--- config.mk ---
export PLATFORM = sky130hd
export DESIGN_NAME = reg_arb_rr
export DESIGN_NICKNAME = d
export VERILOG_FILES = /design/src/rtl/reg_arb_rr.sv
export SDC_FILE = /design/constraint.sdc
export NUM_CORES = 1
export LEC_CHECK = 0
export ABC_AREA = 1
export CORE_MARGIN = 10
export CORE_UTILIZATION = 41
export CTS_BUF_LIST = sky130_fd_sc_hd__clkbuf_2 sky130_fd_sc_hd__clkbuf_4 sky130_fd_sc_hd__clkbuf_8
export CTS_CLUSTER_SIZE = 8
export DETAILED_ROUTE_END_ITERATION = 6
export PLACE_DENSITY_LB_ADDON = 0.08
export SLEW_MARGIN = 40
export SYNTH_ARGS = -nofsm -noshare
export SYNTH_HDL_FRONTEND = slang
export SYNTH_SLANG_ARGS = --single-unit
--- constraint.sdc ---
create_clock -name clk -period 3.4 [get_ports clk]
set_clock_uncertainty 0.1 [all_clocks]
set_input_delay 0.68 -clock clk [delete_from_list [all_inputs] [get_ports clk]]
set_output_delay 0.68 -clock clk [all_outputs]
set_load 0.03 [all_outputs]
--- src/rtl/reg_arb_rr.sv ---
`default_nettype none
// =============================================================================
// reg_arb_rr : round-robin arbiter feeding a single-entry val/rdy output register
// Rev 1.0
// =============================================================================
module reg_arb_rr #(
    parameter int p_nreqs = 2,
    parameter int p_nbits = 32,
    parameter int p_sbits = $clog2(p_nreqs)
) (
    input  logic                       clk,
    input  logic                       rst,
    input  logic [p_nreqs-1:0]         req_val,
    output logic [p_nreqs-1:0]         req_rdy,
    input  logic [p_nreqs*p_nbits-1:0] req_msg,
    output logic                       resp_val,
    input  logic                       resp_rdy,
    output logic [p_nbits-1:0]         resp_msg,
    output logic [p_sbits-1:0]         resp_src
);

    typedef enum logic [0:0] {
        EMPTY = 1'b0,
        FULL  = 1'b1
    } state_e;

    state_e             state_q, state_d;
    logic [p_sbits-1:0] prio_q,  prio_d;
    logic [p_sbits-1:0] src_q,   src_d;
    logic [p_nbits-1:0] msg_q,   msg_d;

    logic [p_nbits-1:0] msg_arr [p_nreqs];
    logic               win_found;
    logic [p_sbits-1:0] win_idx;
    logic [p_sbits:0]   cand;
    logic [p_sbits:0]   prio_inc;
    logic               can_accept;
    logic               enq;
    logic               deq;

    generate
        for (genvar g = 0; g < p_nreqs; g++) begin : g_unpack
            assign msg_arr[g] = req_msg[g*p_nbits +: p_nbits];
        end
    endgenerate

    // Scan from prio upward with wrap; the extra bit keeps prio+k from overflowing.
    always_comb begin
        win_found = 1'b0;
        win_idx   = '0;
        cand      = '0;
        for (int k = 0; k < p_nreqs; k++) begin
            cand = {1'b0, prio_q} + (p_sbits+1)'(k);
            if (cand >= (p_sbits+1)'(p_nreqs)) begin
                cand = cand - (p_sbits+1)'(p_nreqs);
            end
            if (!win_found && req_val[cand[p_sbits-1:0]]) begin
                win_found = 1'b1;
                win_idx   = cand[p_sbits-1:0];
            end
        end
    end

    assign can_accept = (state_q == EMPTY) || resp_rdy;
    assign enq        = can_accept && win_found;
    assign deq        = (state_q == FULL) && resp_rdy;
    assign prio_inc   = {1'b0, win_idx} + (p_sbits+1)'(1);

    // rst gates the grant so no requester sees a handshake while reset is held.
    always_comb begin
        req_rdy = '0;
        if (rst && enq) begin
            req_rdy[win_idx] = 1'b1;
        end
    end

    always_comb begin
        state_d = state_q;
        prio_d  = prio_q;
        src_d   = src_q;
        msg_d   = msg_q;
        if (enq) begin
            state_d = FULL;
            msg_d   = msg_arr[win_idx];
            src_d   = win_idx;
            prio_d  = (prio_inc == (p_sbits+1)'(p_nreqs)) ? '0 : prio_inc[p_sbits-1:0];
        end else if (deq) begin
            state_d = EMPTY;
        end
    end

    always_ff @(posedge clk or negedge rst) begin
        if (!rst) begin
            state_q <= EMPTY;
            prio_q  <= '0;
            src_q   <= '0;
            msg_q   <= '0;
        end else begin
            state_q <= state_d;
            prio_q  <= prio_d;
            src_q   <= src_d;
            msg_q   <= msg_d;
        end
    end

    assign resp_val = (state_q == FULL);
    assign resp_msg = msg_q;
    assign resp_src = src_q;

endmodule
`default_nettype wire

==> flow_summary.ini, run 1 <==
[sta]
slew_viol_final = 0
tns_ps = 0
rsz0062_at_grt = false
timing.final.crit_period_ps = 2726
holdWs_ps = 335.4
hold_violations = 0
setup_violations = 0
fin_crit_sh_pct = 80.16
slew_headroom_pct = 60.46
tightest_slew_ps = 593.0
fmax_ghz = 0.3669

[clocking]
cts_resized = 0
root_buffer = clkbuf_8
cts.sinks = 35
path_clk_slew_ps = 70
worstSkewPairLatency_ps = 290
cts_tree = yes
clock_path_buffers = 2
cts_buffers = 5
holdBufCountCts = 0
htreeDepth = 2
postCtsSetupRepairBufs = 0

[floorplanning]
rows = 23
die_area_um2 = 7115
io_pins = 105
die_h_um = 84.35
initial_core_util_pct = 42.45
die_w_um = 84.35
core-area_um2 = 4000

[setup_path]
critPathLaunchType = primary input
crit_chain = clkdlybuf4s50_1 > nand2_1 > buf_4 > nand3_1 > nor2_1 > buf_4
crit_type = in -> out
critical_path_buf_inv_count = 3
crit_slowest_cell = clkdlybuf4s50_1
worstSetupEndpointType = primary output
crit_top_cell = buf_4
crit_required_ps = 2620
crit_fanout = 22
arrival_ps = 1950
slowest_delay_ps = 470
cpLargestDelayFamily = buffers and inverters

[place]
gp_congestion = 0.8030
hpwl_um = 4518
io_buffer_count = 104

[global_routing]
grtUsageTotal_pct = 17.13
grt_overflow_total = 0
grt_max_degree = 36
grt_pass1_wl_um = 10110
grt_pass1_vias = 2008
antenna_found_initial = 0

[route]
via_per_inst = 5.443
detail_route.wl_per_cell_um = 17.89
drt_wl_total_um = 6299
drtAntennaViolNets = 0
first_pass_iters = 4
drt_iter0_drc = 111
vias = 1916
drc = 0

[logic_synthesis]
yosysWarnings = 0
syn_area_um2 = 1698
ys_seq_area_share_pct = 51.58
syn_inst = 201
syn-mean-instance-area_um2 = 8.447
synth_seq_cells = 35
synth_cell_types = 14
synth_nets = 270

[pwr]
p_leak_nw = 1.253
ir_drop_mv = 0.2246
p_per_area_nw_per_um2 = 502.4
power_w = 0.001447

[finish]
final_common_cell = clkdlybuf4s50_1
regArea_um2 = 875.8
multi_input_area_um2 = 716.9
diodes = 0
synthToLayoutAreaGrowth_pct = 69.57
fill_cells = 330
final_nets = 370
layout_common_cells = clkdlybuf4s50_1, nand3_1, nand2_1, dfrtp_1, nand4_1
final_util_pct = 71.97
drive_above_1_share_pct = 7.616

[worst_hold_path]
hold_path.class = in -> async

[run]
drv_cap = 0

[outcome]
status = complete, no violations
==> state kept, by name, summed over array words and instances, names as in the netlist <==
register  cells
resp_msg     32
resp_val      1
prio_q        1
resp_src      1
==> stage by stage <==
stage	instances	setup WS, ps	area (um2)
floorplan	201	986.8	1698
global placement	344	706.2	2761
detailed placement	344	681.2	2761
CTS	352	674.8	2879
global route	352	559.1	2879
finish	352	674.5	2879
==> metal layers <==
layer | GRT usage [%] | up-vias | share of wire [%]
met1 | 20.08 | 912 | 40
met5 | 0 | - | 0
met2 | 27.18 | 79 | 48
met3 | 7.826 | 10 | 11
met4 | 5.689 | 0 | 2.0
li1 | - | 915 | -
==> worst paths after layout <==
| kind | end | slack [ps] | cells after the start | from |
|---|---|---|---|---|
| min in group clk | resp_src$_DFFE_PN0P_ | 390 | 2 | resp_src$_DFFE_PN0P_ |
| setup / recovery | req_rdy[1] | 670 | 6 | req_val[0] |
| hold reg to reg | resp_src$_DFFE_PN0P_ | 390 | 2 | resp_src$_DFFE_PN0P_ |
| max in group asynchronous | resp_msg[18]$_DFFE_PN0P_ | 2540 | 2 | rst |
| setup reg to reg | resp_msg[3]$_DFFE_PN0P_ | 1610 | 6 | resp_val$_DFFE_PN0P_ |
| hold / removal | resp_src$_DFFE_PN0P_ | 340 | 2 | rst |
==> synthesized netlist by cell type, drive strengths merged <==
cell	n	area share [%]
buf	13	4.0
clkbuf	6	1.3
dfrtp	35	52
inv	4	0.88
nand2	39	8.8
nand3	65	19
nand4	32	12
nor2	5	1.7
o21ai	2	0.81
==> worst register-to-register path: stages (launching register included) <==
cell and delay, ps:
dfrtp_1 390, nand2_1 100, buf_4 350, o21ai_2 270
buf_4 300, nand2_1 90, nand3_1 80
==> area by class of cell <==
cell class	instances	share of cell area, %
well taps	50	2.173
multi-input cells	143	24.90
clock inverters	2	1.217
repair buffers	112	37.90
inverters	4	0.5215
flip-flops and latches	35	30.42
clock buffers	6	2.868
==> cell families (layout without fill, tap and decap cells) <==
group / Yosys count / in the layout / synth area share [%]
buf+inv: 23 / 124 / 6.190
flops: 35 / 35 / 51.58
simple gates: 141 / 141 / 41.42
compound gates: 2 / 2 / 0.8104
==> where the power goes <==
group | internal [W] | switching, W
clock | 0.000237 | 0.000158
combinational | 0.000235 | 0.000296
sequential | 0.000484 | 0.0000355
(Power assumes the default switching activity.)
==> run 2, diff against run 1 <==
CORE_UTILIZATION = 38   (was 41)
clock period = 2.62 ns   (was 3.4 ns; I/O delays follow)
==> run 2 against run 1 <==
Worst hold slack worse by 150 ps. Critical path type unchanged. Via count decreased by 1.0%. Combinational power grew 30%. Count of clock-buffer cells in the layout rose by 1. Cell count increased by 0.85%. Sequential share of layout area up 0.20 points. First-iteration DRC count is 27% lower. Highest routed layer unchanged. Clock power increased by 1%. Core utilization is 6.3 points lower. Critical path depth shrank 1. Sequential power grew 29%.
==> flow_summary.ini, run 2 (synthesized netlist as in run 1, its figures left out) <==
[sta]
holdWs_ps = 182.6
hold_violations = 0
setup_ws_ps = 266.6
rsz0062_at_grt = false
slew_viol_final = 0
timing.final.crit_period_ps = 2353
slew_headroom_pct = 69.26
tightest_slew_ps = 461.1
fmax_ghz = 0.4249
setup_violations = 0
tns_ps = 0
fin_crit_sh_pct = 89.83

[finish]
synthToLayoutAreaGrowth_pct = 68.46
fin_cells = 355
largest_reg_flops = 32
final_common_cell = clkdlybuf4s50_1
final_area_um2 = 2860
final_nets = 371
drive_above_1_share_pct = 7.921
diodes = 0
fill_cells = 389
layout_common_cells = clkdlybuf4s50_1, nand3_1, nand2_1, dfrtp_1, nand4_1

[clocking]
worstSkewPairLatency_ps = 280
holdBufCountCts = 0
root_buffer = clkbuf_8
cts.sinks = 35
cts_buffers = 5
clock_path_buffers = 2
path_clk_slew_ps = 70
cts_tree = yes
cts_resized = 0
postCtsSetupRepairBufs = 0
htreeDepth = 2

[global_routing]
grtUsageTotal_pct = 16.17
grt_pass1_wl_um = 9729
grt_overflow_total = 0
grt_pass1_vias = 1950
grt_max_degree = 36
antenna_found_initial = 0

[setup_path]
crit_slowest_cell = clkdlybuf4s50_1
crit_top_cell = buf_4
rrSetupSlack_ps = 1050
arrival_ps = 1730
critical_path_buf_inv_count = 3
crit_fanout = 11
crit_type = in -> out
critPathLaunchType = primary input
cpLargestDelayFamily = buffers and inverters
crit_required_ps = 2000
critPathLaunch = req_val[1]
worstSetupEndpointType = primary output
slowest_delay_ps = 590
crit_chain = clkdlybuf4s50_1 > buf_4 > nand3_1 > nor2_1 > buf_4
reg2reg_from = resp_val$_DFFE_PN0P_

[run]
drv_cap = 0

[floorplanning]
initial_core_util_pct = 38.99
rows = 24
die_h_um = 86.85
die_w_um = 86.85
io_pins = 105
die_area_um2 = 7542
core-area_um2 = 4354

[route]
via_per_inst = 5.341
drtAntennaViolNets = 0
vias = 1896
first_pass_iters = 5
drt_iter0_drc = 81
detail_route.wl_per_cell_um = 17.45
drc = 0
drt_wl_total_um = 6195

[place]
place_area_um2 = 2771
io_buffer_count = 104
dp.cells = 347
hpwl_um = 4425
gp_congestion = 0.8002
place_ws_ps = 273.3

[pwr]
p_per_area_nw_per_um2 = 616.5
p_leak_nw = 1.245
ir_drop_mv = 0.3069

[worst_hold_path]
hold_path.class = in -> async

[outcome]
status = complete, no violations
[run 2: cell count changes in the layout (fill, tap and decap cells not counted)]
| cell | previous run | this run |
|---|---|---|
| clkbuf_4 | 0 | 2 |
| bufinv_16 | 1 | 0 |
| buf_4 | 10 | 11 |
| clkbuf_8 | 6 | 5 |
[run 2: path summary, 6_finish.rpt]
kind	endpoint	depth (start not counted)
max in group asynchronous	resp_msg[18]$_DFFE_PN0P_	2
worst min-delay path	resp_msg[22]$_DFFE_PN0P_	2
worst max register to register	resp_msg[20]$_DFFE_PN0P_	6
min in group clk	resp_src$_DFFE_PN0P_	2
worst min register to register	resp_src$_DFFE_PN0P_	2
worst max-delay path	req_rdy[1]	5
[run 2: cell type report]
class / instances / area, um2 / share of cell area, %
timing repair buffer: 113 / 1099 / 38.41
sequential: 35 / 875.8 / 30.62
multi-input combinational: 143 / 716.9 / 25.07
clock buffer: 7 / 83.83 / 2.931
tap: 52 / 65.06 / 2.275
inverter: 4 / 15.01 / 0.5249
clock inverter: 1 / 5.005 / 0.1750
[run 2: layer usage]
| metal | GRT usage, % | vias up | share of wire (%) |
|---|---|---|---|
| met1 | 18.65 | 887 | 40 |
| met4 | 6.775 | 0 | 2.3 |
| met5 | 0 | - | 0 |
| met3 | 6.473 | 12 | 10 |
| met2 | 25.92 | 79 | 48 |
| li1 | - | 918 | - |
[run 2: stage by stage]
stage,total power (W),util [%]
after floorplan,0.001028,-
after global placement,0.001371,63.65
after detailed placement,0.001380,63.65
after CTS,0.001782,65.69
after global routing,0.001852,65.69
final,0.001763,65.69
[run 2: power by group]
group          leakage (nW)  total (W)  switching (W)  internal (W)
clock                0.0491   0.000400       0.000193      0.000207
combinational         0.775   0.000691       0.000385      0.000305
sequential            0.422   0.000673      0.0000443      0.000628
total                  1.25    0.00176       0.000622       0.00114
[run 2: worst register-to-register path, delay by kind of cell, from the launching register on]
family | cells | cell delay [ps]
AND/OR/NAND/NOR | 3 | 270
AO/OA/AOI/OAI | 1 | 110
buffers and inverters | 2 | 570
flip-flops | 1 | 400
==> run 3, diff against run 2 <==
--- a/constraint.sdc
+++ b/constraint.sdc
@@ -3,3 +3,3 @@
 set_input_delay 0.524 -clock clk [delete_from_list [all_inputs] [get_ports clk]]
 set_output_delay 0.524 -clock clk [all_outputs]
-set_load 0.03 [all_outputs]
+set_load 0.01 [all_outputs]
==> run 3 against run 2 <==
Power decreased by 1.4%. Maximum frequency shrank 5.9%. Non-clock buffer count rose by 1. Combinational power shrank 19%. Via count is 1.3% lower. Critical path type unchanged. Critical endpoint unchanged. Largest cell class unchanged.
==> flow_summary.ini, run 3 (synthesized netlist as in run 1, its figures left out) <==
[finish]
final_nets = 372
final_common_cell = clkdlybuf4s50_1
multi_input_area_um2 = 719.4
largest_reg_flops = 32
layout_common_cells = clkdlybuf4s50_1, nand3_1, nand2_1, dfrtp_1, nand4_1
regArea_um2 = 875.8
drive_above_1_share_pct = 7.895
synthToLayoutAreaGrowth_pct = 71.85
diodes = 0
final_area_um2 = 2918
fill_cells = 357
fin_cells = 356

[pwr]
p_leak_nw = 1.281
power_w = 0.001739
power_frac_comb_pct = 32.2
p_per_area_nw_per_um2 = 596.1
p_clk_share_pct = 29.0
ir_drop_mv = 0.3445
p_sw_share_pct = 28.34
p_int_w = 0.001246
p_seq_share_pct = 38.8
p_sw_w = 0.0004929

[global_routing]
antenna_found_initial = 0
grt_max_degree = 36
grt_pass1_wl_um = 10120
grt_overflow_total = 0
grt_pass1_vias = 1918
grtUsageTotal_pct = 16.67

[setup_path]
crit_required_ps = 2000
critPathLaunchType = primary input
crit_type = in -> out
crit_fanout = 4
arrival_ps = 1880
r2r_cells = 6
rrSetupSlack_ps = 950
worstSetupEndpointType = primary output
reg2reg_from = resp_val$_DFFE_PN0P_
r2r_end = resp_msg[11]$_DFFE_PN0P_

[place]
dp.cells = 348
io_buffer_count = 104
place_area_um2 = 2796
gp_congestion = 0.8308
hpwl_um = 4586

[sta]
slew_viol_final = 0
slew_headroom_pct = 69.03
rsz0062_at_grt = false
setup_violations = 0
hold_violations = 0
timing.final.crit_period_ps = 2500
holdWs_ps = 188.2
fin_crit_sh_pct = 95.44
fmax_ghz = 0.3999
tightest_slew_ps = 464.6
tns_ps = 0

[clocking]
htreeDepth = 2
worstSkewPairLatency_ps = 280
cts_tree = yes
cts_buffers = 5
path_clk_slew_ps = 80
holdBufCountCts = 0
root_buffer = clkbuf_8
clock_path_buffers = 2
cts.sinks = 35
postCtsSetupRepairBufs = 0

[floorplanning]
core-area_um2 = 4354
initial_core_util_pct = 38.99
rows = 24
io_pins = 105
die_w_um = 86.85
die_h_um = 86.85
die_area_um2 = 7542

[route]
drtAntennaViolNets = 0
drt_wl_total_um = 6361
first_pass_iters = 4
via_per_inst = 5.258
detail_route.wl_per_cell_um = 17.87
drc = 0
drt_iter0_drc = 99
vias = 1872

[outcome]
status = complete, no violations

[worst_hold_path]
hold_path.class = in -> async

[run]
drv_cap = 0
==> run 3: worst max path at each step <==
| stage | from | endpoint | cells after the start |
|---|---|---|---|
| 2_1_floorplan | req_val[1] | req_rdy[1] | 4 |
| 3_3_place_gp | req_val[1] | req_rdy[0] | 6 |
| 3_5_place_dp | req_val[1] | req_rdy[0] | 6 |
| 4_1_cts | req_val[0] | req_rdy[0] | 6 |
| 5_1_grt | req_val[0] | req_rdy[1] | 5 |
| 6_report | req_val[0] | req_rdy[1] | 5 |
==> run 3: per-stage QoR <==
stage          setup slack (ps)  utilization (%)
2_1_floorplan             762.8                -
3_3_place_gp              13.05            64.22
3_5_place_dp             -39.76            64.22
4_1_cts                   18.30            66.95
5_1_grt                   46.66            67.01
6_report                  119.5            67.01
==> run 3: layout make-up <==
type | count | area share (%)
clock buffer | 6 | 2.830
clock inverter | 2 | 1.201
inverter | 4 | 0.5146
multi-input combinational | 143 | 24.66
sequential | 35 | 30.02
tap | 52 | 2.230
timing repair buffer | 114 | 38.55
==> run 3: layer usage <==
metal  wire length (um)  up-vias  track usage [%]
met5                  0        -                0
met4                 44        0            4.124
met3                539        5            6.754
met2               3118       62            26.92
met1               2659      883            20.08
li1                   -      922                -
==> run 3: worst max-delay path, cell delays in order <==
cell             delay [ps]
clkdlybuf4s50_1         480
nand2_2                 140
nand3_1                  90
nor2_1                   90
clkdlybuf4s50_1         540
==> run 3: power groups by stage <==
stage	Clock [W]	Sequential, W	Combinational [W]
6_report	0.000505	0.000674	0.000560
5_1_grt	0.000542	0.000685	0.000612
2_1_floorplan	0	0.000724	0.000168
4_1_cts	0.000519	0.000674	0.000571
3_3_place_gp	0	0.000679	0.000562
3_5_place_dp	0	0.000684	0.000567
==> run 3: timing repair <==
item | CTS | global route
endpoints found under the setup margin | 1 | 1
resized for setup | 2 | 1
endpoints found under the hold margin | 0 | 0
